`src/rtl/exp_align.sv`:
```
// exp_align: two-stage pre-alignment exponent unit for the FMA datapath.
// Stage 1 forms the product exponent; stage 2 compares it with the addend
// exponent and registers base exponent, alignment shift and path selects.
// Both stages use a valid/ready handshake; every output except in_ready is registered.
module exp_align #(
    parameter int BIAS      = 127,
    parameter int SHIFT_MAX = 26,
    parameter int NEAR_TH   = 1
) (
    input  logic       clk,
    input  logic       rst_n,
    input  logic       in_valid,
    output logic       in_ready,
    input  logic [7:0] exp_a,
    input  logic [7:0] exp_b,
    input  logic [7:0] exp_c,
    input  logic       op_sel,
    output logic       out_valid,
    input  logic       out_ready,
    output logic [7:0] base_exp,
    output logic [4:0] align_shift,
    output logic       swap_sel,
    output logic       path_sel,
    output logic       prod_zero,
    output logic       ovf,
    output logic       unf
);

    // Stage 1 state
    logic              s1_valid;
    logic signed [9:0] s1_exp_p;
    logic [7:0]        s1_exp_c;
    logic              s1_op_sel;
    logic              s1_prod_zero;

    // Handshake enables
    logic s1_en;
    logic s2_en;

    // Stage 1 combinational product exponent (-127..383 fits in 10-bit signed)
    logic [9:0] exp_p_next;

    // Stage 2 combinational results
    logic signed [10:0] d;
    logic [10:0]        abs_d;
    logic               ovf_next;
    logic               unf_next;
    logic [7:0]         base_next;
    logic [4:0]         shift_next;
    logic               swap_next;
    logic               path_next;

    assign s2_en    = !out_valid || out_ready;
    assign s1_en    = !s1_valid || s2_en;
    assign in_ready = s1_en;

    assign exp_p_next = {2'b00, exp_a} + {2'b00, exp_b} - 10'(BIAS);

    // Stage 1 register: capture product exponent and addend on accept
    always_ff @(posedge clk or negedge rst_n) begin
        if (!rst_n) begin
            // NOTE: sequential state uses non-blocking assignments so every
            // register samples the pre-edge values of the others.
            s1_valid     <= 1'b0;
            s1_exp_p     <= '0;
            s1_exp_c     <= '0;
            s1_op_sel    <= 1'b0;
            s1_prod_zero <= 1'b0;
        end else if (s1_en) begin
            s1_valid <= in_valid;
            if (in_valid) begin
                s1_exp_p     <= $signed(exp_p_next);
                s1_exp_c     <= exp_c;
                s1_op_sel    <= op_sel;
                s1_prod_zero <= (exp_a == 8'd0) || (exp_b == 8'd0);
            end
        end
    end

    // Stage 2 compare: exponent difference, saturation, swap and path selects
    always_comb begin
        // NOTE: every output of this block gets a default first, so no
        // path through the branches can leave a latch behind.
        d          = {s1_exp_p[9], s1_exp_p} - $signed({3'b000, s1_exp_c});
        abs_d      = d[10] ? 11'(-d) : 11'(d);
        ovf_next   = !s1_prod_zero && (s1_exp_p > 10'sd254);
        unf_next   = !s1_prod_zero && (s1_exp_p < 10'sd1);
        base_next  = s1_exp_c;
        shift_next = 5'd0;
        swap_next  = 1'b1;
        path_next  = s1_op_sel && !s1_prod_zero && (abs_d <= 11'(NEAR_TH));

        if (!s1_prod_zero) begin
            shift_next = (abs_d > 11'(SHIFT_MAX)) ? 5'(SHIFT_MAX) : abs_d[4:0];
            if (!d[10]) begin
                swap_next = 1'b0;
                if (ovf_next)
                    base_next = 8'hff;
                else if (unf_next)
                    base_next = 8'h00;
                else
                    base_next = s1_exp_p[7:0];
            end
        end
    end

    // Stage 2 register: outputs advance only when the consumer can take them
    always_ff @(posedge clk or negedge rst_n) begin
        if (!rst_n) begin
            // NOTE: the data outputs are reset too, so nothing stale is
            // visible on the port while out_valid is low after reset.
            out_valid   <= 1'b0;
            base_exp    <= '0;
            align_shift <= '0;
            swap_sel    <= 1'b0;
            path_sel    <= 1'b0;
            prod_zero   <= 1'b0;
            ovf         <= 1'b0;
            unf         <= 1'b0;
        end else if (s2_en) begin
            out_valid <= s1_valid;
            if (s1_valid) begin
                base_exp    <= base_next;
                align_shift <= shift_next;
                swap_sel    <= swap_next;
                path_sel    <= path_next;
                prod_zero   <= s1_prod_zero;
                ovf         <= ovf_next;
                unf         <= unf_next;
            end
        end
    end

endmodule

```
`config.mk`:
```
export PLATFORM = sky130hd
export DESIGN_NAME = exp_align
export DESIGN_NICKNAME = d
export VERILOG_FILES = /design/src/rtl/exp_align.sv
export SDC_FILE = /design/constraint.sdc
export NUM_CORES = 1
export LEC_CHECK = 0
export CELL_PAD_IN_SITES_DETAIL_PLACEMENT = 0
export CELL_PAD_IN_SITES_GLOBAL_PLACEMENT = 1
export CORE_ASPECT_RATIO = 2
export CORE_MARGIN = 10
export CORE_UTILIZATION = 40
export CTS_BUF_LIST = sky130_fd_sc_hd__clkbuf_16
export CTS_CLUSTER_SIZE = 16
export DETAILED_ROUTE_END_ITERATION = 12
export PLACE_DENSITY_LB_ADDON = 0.1
export SYNTH_ARGS = -nofsm -noshare
export SYNTH_HDL_FRONTEND = slang
export SYNTH_SLANG_ARGS = --single-unit
export TNS_END_PERCENT = 30
```
`constraint.sdc`:
```
create_clock -name clk -period 3.55 [get_ports clk]
set_clock_uncertainty 0.15 [all_clocks]
set_input_delay 0.355 -clock clk [delete_from_list [all_inputs] [get_ports clk]]
set_output_delay 0.355 -clock clk [all_outputs]
set_load 0.005 [all_outputs]
```
==> results.py <==
metrics = {
    "pwr": {
        "seqPwrFrac_pct": 29.0,
        "p_int_w": 0.001375,
        "p_leak_nw": 1.502,
        "power_density_nw_per_um2": 656.2,
        "switchingPower_w": 0.0009207,
        "swShare_pct": 40.11,
        "vdd_drop_max_mv": 0.2946,
        "combPwrFrac_pct": 52.0,
        "clock_power_share_pct": 19.0,
    },
    "logic_synthesis": {
        "synthSimpleGateAreaFrac_pct": 16.17,
        "netlist_area_sq_um": 2778,
        "synth_enable_flop_cells": 0,
        "synthTopCellsByArea": "dfrtp_1, ha_1, o21ai_0, nand2_1, mux2_2",
        "ys_ff_latch": 40,
        "synth_common_cells": "dfrtp_1, nand2_1, o21ai_0",
        "synth_compound_area_share_pct": 22.21,
        "synth_fa_ha_area_share_pct": 12.25,
        "yosysSeqAreaShare_pct": 36.04,
        "syn_nets": 359,
        "yosysTopAreaCellShare_pct": 36.04,
        "synth_cell_types": 54,
        "synth_top_family_by_area": "compound AO/OA/AOI/OAI gates",
        "synth_top_flop_cell": "dfrtp_1",
        "yosys_warnings": 0,
        "synth_area_leader_cell": "dfrtp_1",
        "yosysMostFrequentCell": "dfrtp_1",
        "synth_xor_area_share_pct": 4.369,
        "synth_cells": 304,
        "async_flop_share_pct": 100.0,
        "synth_area_per_cell_sq_um": 9.137,
        "synthMuxAreaShare_pct": 4.459,
    },
    "route": {
        "routedWlPerCell_um": 15.67,
        "drt_iter0_markers": 104,
        "maxUsedRoutingLayer": "met4",
        "vias": 2377,
        "antenna_left": 0,
        "dr_wl_met2_mm": 3.567,
        "drc": 0,
        "wl_mm": 6.942,
        "wl_met3_um": 258,
        "dr.pass1.iters": 4,
        "wl_met1_mm": 3.020,
        "viasPerCell": 5.366,
    },
    "timing": {
        "worst_slew_pin_slew_ns": 1.021,
        "hold_viol": 0,
        "relSlewSlack_pct": 31.77,
        "setup_ws_ns": 0.1800,
        "drv_slew": 0,
        "max_freq_mhz": 296.7,
        "fin_crit_ns": 3.370,
        "final-setup-viol-count": 0,
        "post-route-period-util_pct": 94.93,
    },
    "placement": {
        "placed_area_sq_um": 3338,
        "dp_hpwl_mm": 5.597,
        "port_buffers": 48,
        "pre_cts_slack_ns": 0.1764,
        "gp_congestion": 0.8110,
    },
    "finish": {
        "seqCellArea_sq_um": 1001,
        "multi_input_area_sq_um": 1660,
        "nets": 407,
        "area_delta_synth_final_pct": 25.95,
        "layout-drive-gt1-share_pct": 8.782,
        "nFillCells": 706,
        "final_cell_area_sq_um": 3498,
        "diodes": 0,
    },
    "die": {
        "placement_rows": 43,
        "core_sq_um": 6833,
        "io_pins": 49,
        "dieArea_sq_um": 10880,
        "die_h_um": 137.9,
        "initial_core_util_pct": 40.65,
        "die_w_um": 78.93,
    },
    "cts": {
        "htree_levels": 2,
        "cts_inserted_buffers": 5,
        "root_buffer": "clkbuf_16",
        "numClockSinks": 40,
        "cts_tree": "done",
        "ctsHoldBuffers": 0,
        "clk_pin_slew_ns": 0.06,
        "clockBufferDepth": 2,
        "clk_latency_ns": 0.28,
    },
    "status": {
        "status": "complete, no violations",
    },
    "global_routing": {
        "groute.usage.overall_pct": 13.20,
        "grt_max_degree": 41,
        "grt_pass1_vias": 2363,
        "overflow": 0,
        "antenna_found_initial": 0,
        "grt_pass1_wl_mm": 11.51,
    },
    "critical_path": {
        "cp_data_required_time_ns": 3.57,
        "arrival_ns": 3.39,
        "cp_max_fo": 6,
        "crit_path_end_kind": "register",
        "crit_path_start_kind": "register",
        "worstSetupPathType": "register to register",
    },
    "hold_path": {
        "worst_hold_path_type": "input pin to asynchronous set/reset pin",
    },
    "flow_run": {
        "maxCapViolCount": 0,
    },
}
placed cells by master (no fill, tap or decap), types with 5 or more instances in the layout:
| cell | instances |
|---|---|
| inv_1 | 24 |
| clkdlybuf4s50_1 | 47 |
| nor2_1 | 12 |
| ha_1 | 24 |
| xnor2_1 | 9 |
| nor2b_1 | 5 |
| dfrtp_1 | 40 |
| o21ai_0 | 29 |
| nand2_1 | 34 |
| clkbuf_16 | 5 |
| mux2_2 | 11 |
| a21oi_1 | 24 |
| nor3_1 | 7 |
power by group through the flow:
stage               logic [W]  clock network (W)  registers, W
floorplan            0.000837                  0      0.000643
global placement      0.00117                  0      0.000668
detailed placement    0.00119                  0      0.000673
CTS                   0.00119           0.000451      0.000665
global route          0.00135           0.000470      0.000681
finish                0.00119           0.000437      0.000665
what timing repair did:
| item | 4_1_cts | 5_1_grt |
|---|---|---|
| buffers inserted | 0 | 1 |
| resized for setup | 0 | 2 |
| endpoints found under the setup margin | 0 | 6 |
metrics by stage:
step / TNS, ns / cells / hold slack, ns / total power [W] / utilization [%]
floorplan: 0 / 304 / -0.09059 / 0.001481 / -
global placement: 0 / 434 / 0.3118 / 0.001841 / 48.86
detailed placement: 0 / 434 / 0.3200 / 0.001860 / 48.86
CTS: 0 / 442 / 0.06600 / 0.002308 / 50.96
global route: -0.008374 / 443 / 0.1148 / 0.002500 / 51.20
finish: 0 / 443 / 0.03429 / 0.002296 / 51.20
flip-flops by register name, indices dropped and copies added, names as in the netlist:
| register | count |
|---|---|
| prod_zero | 1 |
| s1_exp_c | 8 |
| base_exp | 8 |
| align_shift | 5 |
| unf | 1 |
| path_sel | 1 |
| s1_valid | 1 |
| s1_exp_p | 10 |
| s1_op_sel | 1 |
| s1_prod_zero | 1 |
| swap_sel | 1 |
| ovf | 1 |
| out_valid | 1 |
final cells by class:
cell class                      count  share of cell area [%]
Clock buffer                        5                   3.577
Clock inverter                      3                  0.5365
Inverter                           24                   2.575
Multi-Input combinational cell    231                   47.46
Sequential cell                    40                   28.61
Tap cell                           90                   3.219
Timing Repair Buffer               50                   14.02
logic make-up after synthesis:
kind of cell,Yosys count
AO/OA/AOI/OAI,94
flip-flops,40
XOR/XNOR,13
multiplexers,11
AND/OR/NAND/NOR,87
buffers and inverters,33
adder cells (fa/ha/maj),26
path summary, 6_finish.rpt:
check / from / end / slack, ns / depth (start not counted)
worst min register to register: base_exp[0]$_DFFE_PN0P_ / base_exp[0]$_DFFE_PN0P_ / 0.32 / 2
worst max-delay path: s1_exp_p[0]$_DFFE_PN0P_ / path_sel$_DFFE_PN0P_ / 0.18 / 13
max in group asynchronous: rst_n / s1_exp_p[5]$_DFFE_PN0P_ / 2.66 / 1
worst min-delay path: rst_n / align_shift[0]$_DFFE_PN0P_ / 0.03 / 1
worst max register to register: s1_exp_p[0]$_DFFE_PN0P_ / path_sel$_DFFE_PN0P_ / 0.18 / 13
min in group clk: base_exp[0]$_DFFE_PN0P_ / base_exp[0]$_DFFE_PN0P_ / 0.32 / 2
routing by layer:
metal  vias to the layer above  track usage (%)
met5                         -                0
met4                         0            4.509
met3                         6            2.792
met2                        52            22.93
met1                      1129            15.63
li1                       1190                -
worst max-delay path, cell delays in order, from the launching register on:
cell and delay [ns]:
dfrtp_1 0.41, inv_1 0.07, ha_1 0.16, inv_1 0.06
fa_2 0.37, a211oi_4 0.32, nor2_2 0.11, or3_4 0.41
a311oi_2 0.28, a31oi_1 0.10, a221oi_2 0.35, nor4_4 0.08
buf_4 0.16, a32o_1 0.23
(Power assumes the default switching activity.)
